### src/rtl/fast_control_monitor.sv
// ---------------------------------------------------------------------------
// fast_control_monitor
//
// Front-end receiver for the ngCCM fast-control lines (QIE reset and WTE),
// clocked by the recovered LHC clock. It locks to the orbit by measuring the
// QIE-reset period, reports the bunch-crossing position, orbit and WTE counts
// and the WTE phase within the orbit. It also counts period errors and WTE
// phase errors so the emulator's fast-control output can be validated.
//
// Ports:
//   clk_in          in   fast-control clock
//   reset_in        in   asynchronous active-high reset
//   qie_reset_in    in   QIE reset line, active high, synchronous to clk_in
//   wte_in          in   WTE line, active high, synchronous to clk_in
//   clear_in        in   synchronous clear of the statistics counters
//   locked          out  high while the FSM is in the locked state
//   bx_count        out  clocks since the last QIE-reset edge (saturating)
//   orbit_count     out  good orbits seen while locked (wraps)
//   wte_count       out  WTE rising edges seen (wraps)
//   wte_phase       out  bx_count captured at the last WTE edge
//   orbit_err_count out  period / missing-reset errors (saturates at 255)
//   wte_err_count   out  WTE phase errors while locked (saturates at 255)
// ---------------------------------------------------------------------------
module fast_control_monitor #(
    parameter int ORBIT_LEN  = 3564,
    parameter int WTE_OFFSET = 100,
    parameter int LOCK_COUNT = 4,
    parameter int BX_W       = 12
) (
    input  logic            clk_in,
    input  logic            reset_in,
    input  logic            qie_reset_in,
    input  logic            wte_in,
    input  logic            clear_in,
    output logic            locked,
    output logic [BX_W-1:0] bx_count,
    output logic [15:0]     orbit_count,
    output logic [15:0]     wte_count,
    output logic [BX_W-1:0] wte_phase,
    output logic [7:0]      orbit_err_count,
    output logic [7:0]      wte_err_count
);

    // -----------------------------------------------------------------------
    // Constants
    // -----------------------------------------------------------------------
    localparam int GOOD_W = $clog2(LOCK_COUNT + 1);

    localparam logic [BX_W-1:0]   BX_MAX    = '1;
    // bx_count value seen in the cycle of a correctly spaced QIE rise
    localparam logic [BX_W-1:0]   BX_LAST   = BX_W'(ORBIT_LEN - 1);
    localparam logic [BX_W-1:0]   BX_WTE    = BX_W'(WTE_OFFSET);
    localparam logic [GOOD_W-1:0] GOOD_LOCK = GOOD_W'(LOCK_COUNT);
    localparam logic [GOOD_W-1:0] GOOD_ONE  = GOOD_W'(1);
    localparam logic [7:0]        ERR_MAX   = 8'hFF;

    typedef enum logic [1:0] {
        ST_SEARCH  = 2'd0,
        ST_ACQUIRE = 2'd1,
        ST_LOCKED  = 2'd2
    } state_t;

    // -----------------------------------------------------------------------
    // Signals
    // -----------------------------------------------------------------------
    logic        qie_s;
    logic        qie_s_d;
    logic        wte_s;
    logic        wte_s_d;
    logic        qie_rise;
    logic        wte_rise;

    state_t      state;
    state_t      state_next;
    logic [GOOD_W-1:0] good_cnt;
    logic [GOOD_W-1:0] good_next;

    logic        period_good;
    logic        orbit_inc;
    logic        orbit_err;
    logic        wte_err;

    // -----------------------------------------------------------------------
    // Input registering and rising-edge detection
    //
    // The first register samples the line, the second holds the previous
    // sample. A rise is therefore visible in the cycle after the line is
    // first sampled high, and every consequence of it lands on the next
    // clock edge. A held level yields a single rise.
    // -----------------------------------------------------------------------
    // NOTE: every register, including the edge-detect stages, is cleared by
    // the asynchronous reset so no stale edge can fire right after release.
    always_ff @(posedge clk_in or posedge reset_in) begin
        if (reset_in) begin
            qie_s   <= 1'b0;
            qie_s_d <= 1'b0;
            wte_s   <= 1'b0;
            wte_s_d <= 1'b0;
        end else begin
            // NOTE: non-blocking assignments make qie_s_d take the old qie_s,
            // giving a true one-cycle delay stage.
            qie_s   <= qie_reset_in;
            qie_s_d <= qie_s;
            wte_s   <= wte_in;
            wte_s_d <= wte_s;
        end
    end

    assign qie_rise = qie_s & ~qie_s_d;
    assign wte_rise = wte_s & ~wte_s_d;

    // Measured period at a rise is bx_count + 1, so a good period is the
    // rise arriving while bx_count sits at ORBIT_LEN - 1.
    assign period_good = (bx_count == BX_LAST);

    // -----------------------------------------------------------------------
    // Bunch-crossing counter: restarts on every QIE rise regardless of FSM
    // state, otherwise counts up and sticks at all-ones.
    // -----------------------------------------------------------------------
    always_ff @(posedge clk_in or posedge reset_in) begin
        if (reset_in) begin
            bx_count <= '0;
        end else if (qie_rise) begin
            bx_count <= '0;
        end else if (bx_count != BX_MAX) begin
            bx_count <= bx_count + 1'b1;
        end
    end

    // -----------------------------------------------------------------------
    // Orbit-lock FSM: state register
    // -----------------------------------------------------------------------
    always_ff @(posedge clk_in or posedge reset_in) begin
        if (reset_in) begin
            state    <= ST_SEARCH;
            good_cnt <= '0;
        end else begin
            state    <= state_next;
            good_cnt <= good_next;
        end
    end

    // -----------------------------------------------------------------------
    // Orbit-lock FSM: next state and per-cycle event strobes
    // -----------------------------------------------------------------------
    always_comb begin
        // NOTE: defaults first so every path assigns every output and no
        // latch is inferred.
        state_next = state;
        good_next  = good_cnt;
        orbit_inc  = 1'b0;
        orbit_err  = 1'b0;

        case (state)
            ST_SEARCH: begin
                if (qie_rise) begin
                    state_next = ST_ACQUIRE;
                    good_next  = '0;
                end
            end

            ST_ACQUIRE: begin
                if (qie_rise) begin
                    if (period_good) begin
                        good_next = good_cnt + GOOD_ONE;
                        if (good_next == GOOD_LOCK) begin
                            state_next = ST_LOCKED;
                        end
                    end else begin
                        good_next = '0;
                    end
                end else if (bx_count == BX_MAX) begin
                    // No QIE reset for a whole counter range: start over.
                    state_next = ST_SEARCH;
                end
            end

            ST_LOCKED: begin
                if (qie_rise) begin
                    if (period_good) begin
                        orbit_inc = 1'b1;
                    end else begin
                        orbit_err  = 1'b1;
                        state_next = ST_ACQUIRE;
                        good_next  = '0;
                    end
                end else if (bx_count == BX_LAST) begin
                    // The expected reset is absent: the error lands on the
                    // same edge on which bx_count steps to ORBIT_LEN, and the
                    // counter keeps running.
                    orbit_err  = 1'b1;
                    state_next = ST_ACQUIRE;
                    good_next  = '0;
                end
            end

            default: begin
                state_next = ST_SEARCH;
                good_next  = '0;
            end
        endcase
    end

    assign locked = (state == ST_LOCKED);

    // A WTE edge is judged against the pre-update bx_count, so a WTE that
    // coincides with a QIE rise reports the last position of the old orbit.
    assign wte_err = wte_rise && (state == ST_LOCKED) && (bx_count != BX_WTE);

    // -----------------------------------------------------------------------
    // Statistics counters. clear_in takes priority over any increment in the
    // same cycle and leaves the FSM and bx_count untouched.
    // -----------------------------------------------------------------------
    always_ff @(posedge clk_in or posedge reset_in) begin
        if (reset_in) begin
            orbit_count     <= '0;
            wte_count       <= '0;
            wte_phase       <= '0;
            orbit_err_count <= '0;
            wte_err_count   <= '0;
        end else if (clear_in) begin
            orbit_count     <= '0;
            wte_count       <= '0;
            wte_phase       <= '0;
            orbit_err_count <= '0;
            wte_err_count   <= '0;
        end else begin
            if (orbit_inc) begin
                orbit_count <= orbit_count + 16'd1;
            end

            if (orbit_err && (orbit_err_count != ERR_MAX)) begin
                orbit_err_count <= orbit_err_count + 8'd1;
            end

            if (wte_rise) begin
                wte_count <= wte_count + 16'd1;
                wte_phase <= bx_count;
            end

            if (wte_err && (wte_err_count != ERR_MAX)) begin
                wte_err_count <= wte_err_count + 8'd1;
            end
        end
    end

endmodule

### config.mk
export PLATFORM = sky130hd
export DESIGN_NAME = fast_control_monitor
export DESIGN_NICKNAME = d
export VERILOG_FILES = /design/src/rtl/fast_control_monitor.sv
export SDC_FILE = /design/constraint.sdc
export NUM_CORES = 1
export LEC_CHECK = 0
export ABC_AREA = 1
export CAP_MARGIN = 20
export CORE_MARGIN = 1
export CORE_UTILIZATION = 26
export DETAILED_ROUTE_END_ITERATION = 7
export HOLD_SLACK_MARGIN = 0.1
export MAX_ROUTING_LAYER = met4
export PLACE_DENSITY_LB_ADDON = 0.2
export SLEW_MARGIN = 20
export SYNTH_ARGS = -nofsm -noshare
export SYNTH_HDL_FRONTEND = slang
export SYNTH_SLANG_ARGS = --single-unit
### constraint.sdc
create_clock -name clk_in -period 2.75 [get_ports clk_in]
set_clock_uncertainty 0.2 [all_clocks]
set_input_delay 0.4125 -clock clk_in [delete_from_list [all_inputs] [get_ports clk_in]]
set_output_delay 0.4125 -clock clk_in [all_outputs]
set_load 0.02 [all_outputs]
==> run summary, run 1 <==
The flow ran to the end, and the final reports show no timing, DRC or antenna violations. The setup check on the worst reg-to-reg path leaves a slack of 0.46 ns. The logs give 0 ns for the final-layout setup total negative slack and 0 for the quantity of hold-fixing buffers added after cts. In the post-synthesis netlist, the cell with the most instances is nand2_1. The number of design rule violations left after detail routing is 0, and the post-synthesis share of cell area spent on and, or, nand and nor gates is 36.2%. Among all stages on the critical path, the largest delay is contributed by dfrtp_1. The async set-reset flop share out of synthesis was 100%; the count of maximum capacitance violations was 0. The Yosys step of the flow raised 0 warnings. After the last flow step, the layout net total stands at 694. Traced cell by cell, the critical path runs through inv_1, nor2_1, nand3_1, ha_1, inv_1, nand2_1, o21ai_2, inv_2, nand2_1, o21ai_1. Clock tree synthesis selected as its root buffer the cell clkbuf_16.

Data on the critical path arrives at its endpoint at 2.32 ns. The finished cells cover 5920 sq um. The clock slew at the register clock pins of the worst setup and hold paths works out to 0.07 ns.

The number of buffers and inverters on the critical path is 3. The filler cells instantiated in the layout total 1,751. Among all flip-flop cells after synthesis, the most frequent one is dfrtp_1.

Pin placement for this block handled 78 I/O pins. Number of pins with negative max-slew slack in the final report: 0. For this run, the detailed router's first-pass iteration total came to 4. Measured along the y axis, the die boundary spans 134 microns.

Ranked by total cell area, the synthesized netlist is headed by dfrtp_1, nand2_1, nor2_1, nand3_1, inv_1. Setup violations remaining at the end of the flow were counted as 0. No sink is reached through more buffers than the 2 on the longest clock path.

The synthesized netlist devotes 2.78% of its cell area to adder and majority cells. Summed over all layers, the routed wires come to 12,100 microns. When the netlist entered floorplanning its net count stood at 609. The total CTS buffers was 9; the clock insertion delay at the later pin of the skew report was 0.35 ns.

The congestion estimate from routability-driven global placement came to 0.824. The TritonCTS sink count came out at 81. 0 antenna diodes ended up in the layout. The core region is 16,800 sq um.

Summed over all cells, the static leakage comes to 2.64 nW. The areal power density over the cells was 545 nW/um^2. The flop and latch count out of synthesis works out to 81.

Peak fanout along the critical path: 10. After synthesis, the netlist uses 35 different library cells. TritonCTS built the clock tree.

The delay contributed by the slowest stage of the critical path works out to 0.50 ns. Counting instances in the post-synthesis netlist gives the leading cell types as nand2_1, dfrtp_1, nor2_1. The measured slew at the worst slew-check pin is 0.448 ns. The minimum clock period after layout was 2.29 ns. The run gives 8950 microns as the placed wire-length estimate.

Summed over all instances, the cell type with the most area after synthesis is dfrtp_1. The total routing usage reported by global routing is 14.9%. The critical path startpoint category is a register. The compound-gate portion of the synthesized area was 8.12%.

At the worst endpoint, the required time is 2.77 ns. The tightest min-delay check is of the input pin to asynchronous set/reset pin type. A synthesized cell averages 7.58 sq um. Area growth from synthesis to layout: 31.4%. After synthesis, flip-flops and latches occupy 45.0% of the total area. Setup repair after global routing left no endpoint under its margin.

The logs give 4,103 for the number of global-route vias before repair and 47 for the number of rows created at floorplan. The global-route wire length before repair is 20,500 microns. The cell count after synthesis is 594.

The dominant combinational cell family by area after synthesis is simple AND/OR/NAND/NOR gates. The via count is 4,126, and the cell area after placement is 5560 sq um. The worst slew margin relative to its limit came out at 70.1%. After layout, the worst path uses 83.3% of the clock period. The critical path in this run is classified as register to register.

Entering global routing, the biggest net connects 41 pins. The final number of hold-violating endpoints was 0; the residual antenna-violating net count after detailed routing was 0. The total overflow reported by the global router is 0, and the number of enable-type register cells in the synthesized netlist is 0. The worst setup path is captured at a register. The post-CTS setup-driven buffer insertion count is 0, and the share of layout cells above drive strength 1 is 8.04%. Grouping stages by cell kind, the critical path spends the most delay in simple AND/OR/NAND/NOR gates.

The area share of xor/xnor cells in the synthesized design works out to 0.973%. CTS built an H-tree with a depth of 3. Derived from the worst setup path, the maximum achievable clock frequency is 436 MHz.

The final design utilization was 35.3%; the initial core utilization was 26.9%. After synthesis the cells add up to 4500 sq um. The x dimension of the die was 134 microns. Using the TritonRoute via totals, the vias-per-cell ratio works out to 4.56. The initial DRC count came out at 230. The logs give 0 for the total of cells resized after clock tree synthesis and 17,800 sq um for the die footprint.

The fraction of synthesized area in multiplexers is 0%, and the peak supply drop is 0.294 mV. The initial antenna violation count was 0; the detail-routed net length per standard cell was 13.4 microns. Input and output buffers added on the ports amount to 77. Summed over its instances, the top area cell type makes up 45.0% of the synthesized netlist area.
-- worst register-to-register path, cell delays in order (launching register included) --
cell and delay (ns):
dfrtp_1 0.50, inv_1 0.15, nor2_1 0.22, nand3_1 0.15, ha_1 0.29, inv_1 0.07
nand2_1 0.06, o21ai_2 0.24, inv_2 0.14, nand2_1 0.09, o21ai_1 0.06
-- report_power, final --
part | total, W | internal (W) | switching [W]
clock | 0.00145 | 0.000916 | 0.000531
sequential | 0.00133 | 0.00125 | 0.0000765
combinational | 0.000453 | 0.000169 | 0.000284
-- area by class of cell --
class	instances	area, sq um	share of cell area [%]
Clock buffer	10	239	4.04
Clock inverter	6	114	1.92
Timing Repair Buffer	84	836	14.1
Sequential cell	81	2030	34.3
Multi-Input combinational cell	434	2170	36.6
Tap cell	220	275	4.65
Inverter	69	260	4.40
-- layer usage --
| layer | track usage (%) | vias up | routed length, microns |
|---|---|---|---|
| met5 | - | - | 0 |
| li1 | - | 2096 | - |
| met3 | 3.08 | 17 | 478 |
| met4 | 6.38 | 0 | 227 |
| met2 | 22.5 | 74 | 5540 |
| met1 | 19.3 | 1939 | 5900 |
-- through the flow --
step / total power (W) / cells / worst slack [ns] / hold WS [ns]
after floorplan: 0.00161 / 594 / 0.0574 / 0.154
after global placement: 0.00180 / 888 / 0.593 / 0.162
after detailed placement: 0.00181 / 888 / 0.515 / 0.168
after CTS: 0.00328 / 904 / 0.446 / 0.152
after global routing: 0.00338 / 904 / 0.281 / 0.177
final: 0.00323 / 904 / 0.458 / 0.148
-- cells by family (layout without fill, tap and decap cells) --
| family | after synthesis | count (layout) |
|---|---|---|
| and+or+nand+nor | 350 | 350 |
| buffers and inverters | 79 | 169 |
| AOI/OAI and AO/OA | 69 | 69 |
| xor gates and xnor gates | 5 | 5 |
| DFF | 81 | 81 |
| adders and majority gates | 10 | 10 |
-- worst paths after layout --
kind,start,endpoint,depth (start not counted)
setup / recovery,bx_count[7],orbit_err_count[7],10
hold / removal,reset_in,wte_s,2
max in group asynchronous,reset_in,bx_count[8],3
setup reg to reg,bx_count[7],orbit_err_count[7],10
min in group clk_in,wte_s,wte_s_d,0
hold reg to reg,wte_s,wte_s_d,0
-- sequential cells by signal, indices dropped and copies added, names as in the netlist --
signal and flops:
orbit_count 16, wte_count 16, bx_count 12, wte_phase 12, orbit_err_count 8, wte_err_count 8, good_cnt 3, state 2
qie_s 1, qie_s_d 1, wte_s 1, wte_s_d 1
-- layout by cell type, fill, tap and decap left out, drive strengths merged, types with 10 or more instances in the layout --
cell type / instances
a21oi: 23
nor3: 13
clkbuf: 10
nor2: 92
ha: 10
clkdlybuf4s50: 77
inv: 69
dfrtp: 81
o21ai: 40
nand2: 163
nand3: 56
nand4: 21
Note: power is estimated with default switching activity, not from simulation.
==> run 2, diff against run 1 <==
==> constraint.sdc (replaced) <==
create_clock -name clk_in -period 2.04 [get_ports clk_in]
set_clock_uncertainty 0.2 [all_clocks]
set_input_delay 0.306 -clock clk_in [delete_from_list [all_inputs] [get_ports clk_in]]
set_output_delay 0.306 -clock clk_in [all_outputs]
set_load 0.02 [all_outputs]
==> run 2 against run 1 <==
Against the previous run:
- count of clock-buffer cells in the layout is 1 lower
- routed wire length is 3.9% higher
- critical endpoint is now orbit_err_count[4]
- critical path depth is 1 higher
- total power is 37% higher
- final cell count is 3.9% higher
- clock power is 31% higher
- sequential share of layout area is 2.1 points lower
- non-clock buffer count is 34 higher
==> run summary, run 2 (synthesized netlist as in run 1, its figures left out) <==
The worst slew margin relative to its limit is 70.0% (-0.097 points), and the residual antenna-violating net count after detailed routing is 0 (unchanged). The largest registers in the layout are orbit_count: 16 flops, wte_count: 16 flops. Compared with the post-synthesis result, the final layout area differs by 40.3%.

The height of the die was 134 microns (unchanged); the TritonCTS sink count was 81 (unchanged). The count of maximum capacitance violations was 0 (unchanged); the initial antenna violation count was 0 (unchanged). The total overflow reported by the global router was 0 (unchanged). The combined buffer and inverter count along the critical path was 2 (-1); the leakage dissipation was 2.88 nW (+9.0%). The tools report the maximum number of buffers from clock root to sink as 2 (unchanged). Setup repair after global routing could not meet its margin everywhere. The detail-routed net length per standard cell was 13.4 microns (about the same). The tools report the placed wire-length estimate as 9100 microns (+1.6%).

The switching part of the total power came out at 27.9% (+0.26 points). The tools report the end of the worst hold path as wte_s_d. The tools report the top-level I/O count as 78 (unchanged). In this run the critical register-to-register path is launched from bx_count[1]. The endpoint kind of the worst setup timing path is a register. The tools report the number of pins with negative max-slew slack in the final report as 0 (unchanged). The category of the most critical setup path was register to register. Iteration count of the initial detailed-routing pass: 4 (unchanged). The post-route non-filler standard cell count was 939 (+3.9%); the peak fanout along the critical path was 5 (-5). The per-cell via count in the routed design came out at 4.60 (+0.89%). The number of cell instances on the worst register-to-register path works out to 11 (+1). The share of layout cells above drive strength 1 is 16.1% (+8.1 points).

The number of design rule violations left after detail routing is 0 (unchanged). The logs give 498 MHz (+14%) for the timing-limited maximum frequency and 0.00123 W (+38%) for the net switching power. Data required time at the worst endpoint: 2.08 ns (-0.69 ns). The initial DRC count is 237 (+3.0%), and the count of antenna diodes in the layout is 0 (unchanged). The number of rows created at floorplan was 47 (unchanged). The tools report the clock insertion delay at the later pin of the skew report as 0.35 ns (about the same). The measured slew at the worst slew-check pin works out to 0.450 ns (+0.00195 ns). Walking the worst path, the cells encountered are ha_4, nand2_4, nor2_4, nand3_4, ha_4, inv_4, nand2_4, o21ai_4, clkinvlp_4, nand2_1, nand2_1. The die footprint was 17,800 sq um (unchanged). The library cell used most frequently in the layout, excluding fill and tap cells, is nand2_1. TritonCTS built the clock tree. The tools report the final wirelength as 12,600 microns (+3.9%). The H-tree depth was 3 (unchanged); the quantity of hold-fixing buffers added after cts was 0 (unchanged). The fraction of the cycle the final worst path needs came out at 98.4% (+15 points). The logs give 0.00319 W (+37%) for the cell-internal power and 17.0% (+3.0 points) for the combinational cell fraction of total power.

CTS placed an instance of clkbuf_16 at the clock tree root. The maximum number of pins on one net before global-route repair is 82 (+100%). The minimum clock period after layout is 2.01 ns (-0.285 ns), and the final number of hold-violating endpoints is 0 (unchanged). The run gives 0 (unchanged) as the total of endpoints with negative setup slack in the final report.

The gate family responsible for the most delay along the worst path was simple AND/OR/NAND/NOR gates. For this design, the slowest cell found on the critical path is dfrtp_2. The logs give 42.9% (-1.9 points) for the clock group share of total power and 6310 sq um (+6.7%) for the final standard cell area without fillers. The reg-to-reg setup timing slack was 0.03 ns (-0.42 ns); the x dimension of the die was 134 microns (unchanged). The via count is 4,324 (+4.8%), and the final weighted congestion in routability-driven placement is 0.837 (+1.5%). The flow ran to the end, and the final reports show no timing, DRC or antenna violations.

The min-delay analysis places its worst path in the category register to register. The run gives 26.9% (unchanged) as the initial core utilization. The startpoint identified for the worst hold timing path is wte_s. The core outline area was 16,800 sq um (unchanged); the areal power density over the cells was 701 nW/um^2 (+29%). The critical path startpoint category was a register. The logs give 4,291 (+4.6%) for the number of global-route vias before repair and 0.387 mV (+32%) for the peak supply drop.

For the total CTS buffers, the log shows 9 (unchanged). Counting instances, the worst hold path has a depth of 0. In this run the critical register-to-register path is captured at orbit_err_count[4]. Number of buffers added on ports: 77 (unchanged). The logs give 15.2% (+0.30 points) for the total routing usage reported by global routing and 912 (+2.7%) for the post-placement cell count. The logs give 40.1% (-1.0 points) for the share of power burned in registers and 21,100 microns (+2.9%) for the global-route wire length before repair. The net count reported at finish was 729 (+5.0%); the clock slew at the register clock pins of the worst setup and hold paths was 0.07 ns (about the same). The delay contributed by the slowest stage of the critical path works out to 0.39 ns (-0.11 ns). The tools report the cell area after placement as 5770 sq um (+3.7%). In the layout the commonest cells are nand2_1, nor2_1, dfrtp_1.

For the arrival time at the worst endpoint, the log shows 2.04 ns (-0.28 ns).
## run 2: cell count changes in the layout (fill, tap and decap cells not counted), sizes merged
cell	before	now
clkinvlp	2	4
clkdlybuf4s50	77	74
clkbuf	10	9
inv	69	68
dlygate4sd2	0	1
buf	7	41
dlymetal6s2s	0	2
clkinv	1	2
## run 2: worst register-to-register path, delay by kind of cell (launching register included)
family | cells | cell delay [ns]
adders and majority gates | 2 | 0.41
AOI/OAI and AO/OA | 1 | 0.22
and+or+nand+nor | 6 | 0.46
buffers and inverters | 2 | 0.24
DFF | 1 | 0.39
## run 2: layer usage
metal  up-vias  track usage (%)  part of all wire [%]
met2        81             24.4                    48
li1       2172                -                     -
met1      2060             18.8                    47
met5         -                -                     0
met3        11             3.84                   4.3
met4         0             4.80                   1.3
## run 2: worst max path at each step
| stage | slack (ns) | endpoint | startpoint | depth (start not counted) |
|---|---|---|---|---|
| after global placement | -0.01 | orbit_err_count[7] | bx_count[0] | 11 |
| final | 0.03 | orbit_err_count[4] | bx_count[1] | 11 |
| after global routing | -0.09 | orbit_err_count[4] | bx_count[1] | 11 |
| after detailed placement | -0.08 | orbit_err_count[5] | bx_count[0] | 11 |
| after floorplan | 0.0004 | orbit_err_count[7] | bx_count[1] | 11 |
| after CTS | 0.008 | orbit_err_count[4] | bx_count[0] | 11 |
## run 2: metrics by stage
| step | setup TNS (ns) | worst slack [ns] | hold WS [ns] | power (W) | util [%] |
|---|---|---|---|---|---|
| detailed placement | -0.469 | -0.0817 | 0.164 | 0.00253 | 34.4 |
| finish | 0 | 0.0330 | 0.176 | 0.00443 | 37.7 |
| floorplan | 0 | 0.000357 | 0.137 | 0.00218 | - |
| CTS | 0 | 0.00792 | 0.178 | 0.00448 | 37.1 |
| global route | -0.626 | -0.0947 | 0.186 | 0.00462 | 37.7 |
| global placement | -0.0355 | -0.0109 | 0.163 | 0.00252 | 34.4 |
## run 2: power by group through the flow
stage	Sequential [W]	Combinational [W]	Clock (W)
4_1_cts	0.00177	0.000746	0.00196
5_1_grt	0.00178	0.000830	0.00201
2_1_floorplan	0.00188	0.000298	0
3_5_place_dp	0.00180	0.000731	0
3_3_place_gp	0.00180	0.000720	0
6_report	0.00177	0.000754	0.00190
## run 2: area by class of cell
cell class	count	area [sq um]
timing repair buffer	118	1110
timing repair inverter	1	7.51
clock inverter	7	119
fill	1695	10400
tap	220	275
multi-input combinational	434	2280
inverter	69	265
sequential	81	2030
clock buffer	9	225
## run 2: timing repair
action / in CTS / in global routing
gates resized for setup: 10 / 28
setup buffers: 8 / 3
endpoints found under the setup margin: 10 / 25
endpoints found under the hold margin: 0 / 0
cloned: 1 / 0
pin swaps: 6 / 18
==> run 3, diff against run 2 <==
--- a/config.mk
+++ b/config.mk
@@ -7,6 +7,7 @@
 export LEC_CHECK = 0
 export ABC_AREA = 1
 export CAP_MARGIN = 20
+export CORE_ASPECT_RATIO = 0.6
 export CORE_MARGIN = 1
 export CORE_UTILIZATION = 26
 export DETAILED_ROUTE_END_ITERATION = 7
==> run 3 against run 2 <==
Against the previous run:
- the flow now finishes with violations (negative setup slack)
- routed wire length shrank 0.38%
- sequential power is essentially flat
- setup slack lost 0.053 ns
==> run summary, run 3 (synthesized netlist as in run 1, its figures left out) <==
The cell type of the slowest stage on the worst timing path is dfrtp_2. In the final layout, the registers with the most flip-flops are orbit_count: 16 flops, wte_count: 16 flops. The quantity of hold-fixing buffers added after cts was 0 (unchanged).

The endpoint kind of the worst setup timing path is a register. The leakage dissipation was 2.81 nW (-2.5%); the core outline area was 16,600 sq um (-1.1%). The net count reported at finish is 725 (-0.55%). The total chip power is 0.00425 W (-3.9%). The worst register-to-register path ends at orbit_err_count[1]. The number of global-route vias before repair is 3,903 (-9.0%). In this run the critical register-to-register path is launched from bx_count[1].

The final weighted congestion in routability-driven placement is 0.864 (+3.3%). The root buffer cell chosen for the clock tree is clkbuf_16. The worst setup path is launched from a register. The initial DRC count is 278 (+17%), and the clock slew at the register clock pins of the worst setup and hold paths is 0.06 ns (about the same). Met1 wire length: 6940 microns (+18%). The final reports fail on negative setup slack. The initial antenna violation count came out at 0 (unchanged). TritonCTS built the clock tree. The die footprint was 17,900 sq um (about the same).

For the final number of hold-violating endpoints, the log shows 0 (unchanged). The measured slew at the worst slew-check pin was 0.461 ns (+0.0117 ns). The fraction of the cycle the final worst path needs is 101% (+2.6 points), and the peak fanout along the critical path is 3 (-2).

The logs give 1 (+1) for the total of endpoints with negative setup slack in the final report and -0.0197 ns (-0.0197 ns) for the final-layout setup total negative slack. The count of maximum capacitance violations is 0 (unchanged). The library cell used most frequently in the layout, excluding fill and tap cells, is nand2_1.

The initial core utilization was 27.2% (+0.30 points). For the reg-to-reg setup timing slack, the log shows -0.02 ns (-0.05 ns). The total routing usage reported by global routing was 15.0% (-0.20 points); the per-cell via count in the routed design was 4.52 (-1.9%). The critical path is of the register to register type. The total overflow reported by the global router was 0 (unchanged). The worst-case setup slack after placement is -0.102 ns (-0.0204 ns).

For the arrival time at the worst endpoint, the log shows 2.14 ns (+0.10 ns). X dimension of the die: 172 microns (+29%). Leaving out fill and tap cells, the most frequent cells in the layout are nand2_1, nor2_1, dfrtp_1.

The global-route wire length before repair came out at 20,600 microns (-2.4%). Via count: 4,259 (-1.5%). Setup repair after global routing could not meet its margin everywhere.

Number of buffers added on ports: 77 (unchanged). The logs give 5 (+1) for the iteration count of the initial detailed-routing pass and 943 (+0.43%) for the post-route non-filler standard cell count. The post-placement cell count was 922 (+1.1%); the total CTS buffers was 9 (unchanged). The logs give 0.335 mV (-14%) for the peak supply drop and 3 (unchanged) for the H-tree depth. The minimum clock period after layout was 2.06 ns (+0.0528 ns); the number of cell instances on the worst register-to-register path was 12 (+1).

For the residual antenna-violating net count after detailed routing, the log shows 0 (unchanged). For the count of antenna diodes in the layout, the log shows 0 (unchanged). The tools report the placed wire-length estimate as 9410 microns (+3.4%).

Share of layout cells above drive strength 1: 15.5% (-0.61 points). The run gives 0 (unchanged) as the number of pins with negative max-slew slack in the final report. In this run the top signal layer used is met4. The worst min-delay path category was register to register. The maximum number of buffers from clock root to sink came out at 2 (unchanged). The worst path setup slack after routing was -0.0197 ns (-0.0528 ns). The clock insertion delay at the later pin of the skew report was 0.34 ns (about the same); the top-level I/O count was 78 (unchanged).

The timing-limited maximum frequency was 485 MHz (-2.6%). The detail-routed net length per standard cell was 13.3 microns (-0.80%); the TritonCTS sink count was 81 (unchanged). The most critical setup path has its endpoint at orbit_err_count[1]. The routed length on met3 came out at 752 microns (+37%). The critical path starts at bx_count[1]. From synthesis to final layout, the design area changed by 40.1%.

Traced cell by cell, the critical path runs through ha_4, nand2_4, nor2_4, nand3_4, ha_4, inv_4, nand2_4, o21ai_4, buf_6, buf_6, nand3_2, nand2_1. The final wirelength was 12,600 microns (-0.38%); the maximum number of pins on one net before global-route repair was 82 (unchanged). The areal power density over the cells was 674 nW/um^2 (-3.8%). The delay contributed by the slowest stage of the critical path works out to 0.39 ns (about the same).

For the number of rows created at floorplan, the log shows 36 (-23%). The run finished, with violations left. The routed length on met2 was 4820 microns (-20%).

The height of the die was 104 microns (-22%). The tools report the number of filler instances in the final layout as 1,735 (+2.4%). The data required time at the worst endpoint is 2.12 ns (+0.04 ns), and the number of design rule violations left after detail routing is 0 (unchanged).

Worst slew margin relative to its limit: 69.2% (-0.78 points).
-- run 3: through the flow --
stage	utilization (%)	hold slack [ns]	instance area [sq um]
2_1_floorplan	-	0.137	4510
3_3_place_gp	35.0	0.168	5810
3_5_place_dp	35.0	0.173	5810
4_1_cts	37.0	0.188	6130
5_1_grt	38.1	0.198	6310
6_report	38.1	0.180	6310
-- run 3: where the power goes --
part | switching (W) | internal, W | total (W)
sequential | 0.0000892 | 0.00169 | 0.00178
combinational | 0.000470 | 0.000328 | 0.000798
clock | 0.000688 | 0.000992 | 0.00168
-- run 3: worst min-delay path by stage --
| stage | start | endpoint | slack, ns | cells past startpoint |
|---|---|---|---|---|
| 2_1_floorplan | qie_reset_in | qie_s | 0.14 | 0 |
| 3_3_place_gp | wte_s | wte_s_d | 0.17 | 0 |
| 3_5_place_dp | wte_s | wte_s_d | 0.17 | 0 |
| 4_1_cts | wte_s | wte_s_d | 0.19 | 0 |
| 5_1_grt | wte_in | wte_s | 0.20 | 1 |
| 6_report | wte_s | wte_s_d | 0.18 | 0 |
-- run 3: worst max-delay path: cells and delay by family (launching register included) --
| family | cells | cell delay, ns |
|---|---|---|
| simple gates | 6 | 0.46 |
| fa+ha+maj | 2 | 0.42 |
| flops | 1 | 0.39 |
| buf+inv | 3 | 0.32 |
| compound gates | 1 | 0.21 |
-- run 3: cell type report --
type                       instances  area, sq um  share of cell area (%)
multi-input combinational        434         2310                    36.6
sequential                        81         2030                    32.2
timing repair buffer             114         1100                    17.4
tap                              228          285                    4.52
inverter                          69          273                    4.32
clock buffer                      11          243                    3.85
clock inverter                     5         62.6                   0.992
timing repair inverter             1         7.51                   0.119
-- run 3: what timing repair did --
action | in CTS | in global routing
endpoints found under the setup margin | 11 | 20
setup buffers | 1 | 3
endpoints found under the hold margin | 0 | 0
gates cloned | 0 | 1
resized for setup | 6 | 38
pin swaps | 3 | 10
-- run 3: metal layers --
layer  vias up  global-route usage (%)
met5         -                       -
met4         0                    2.40
met3         6                    3.88
met2       114                    19.1
met1      1975                    23.5
li1       2164                       -
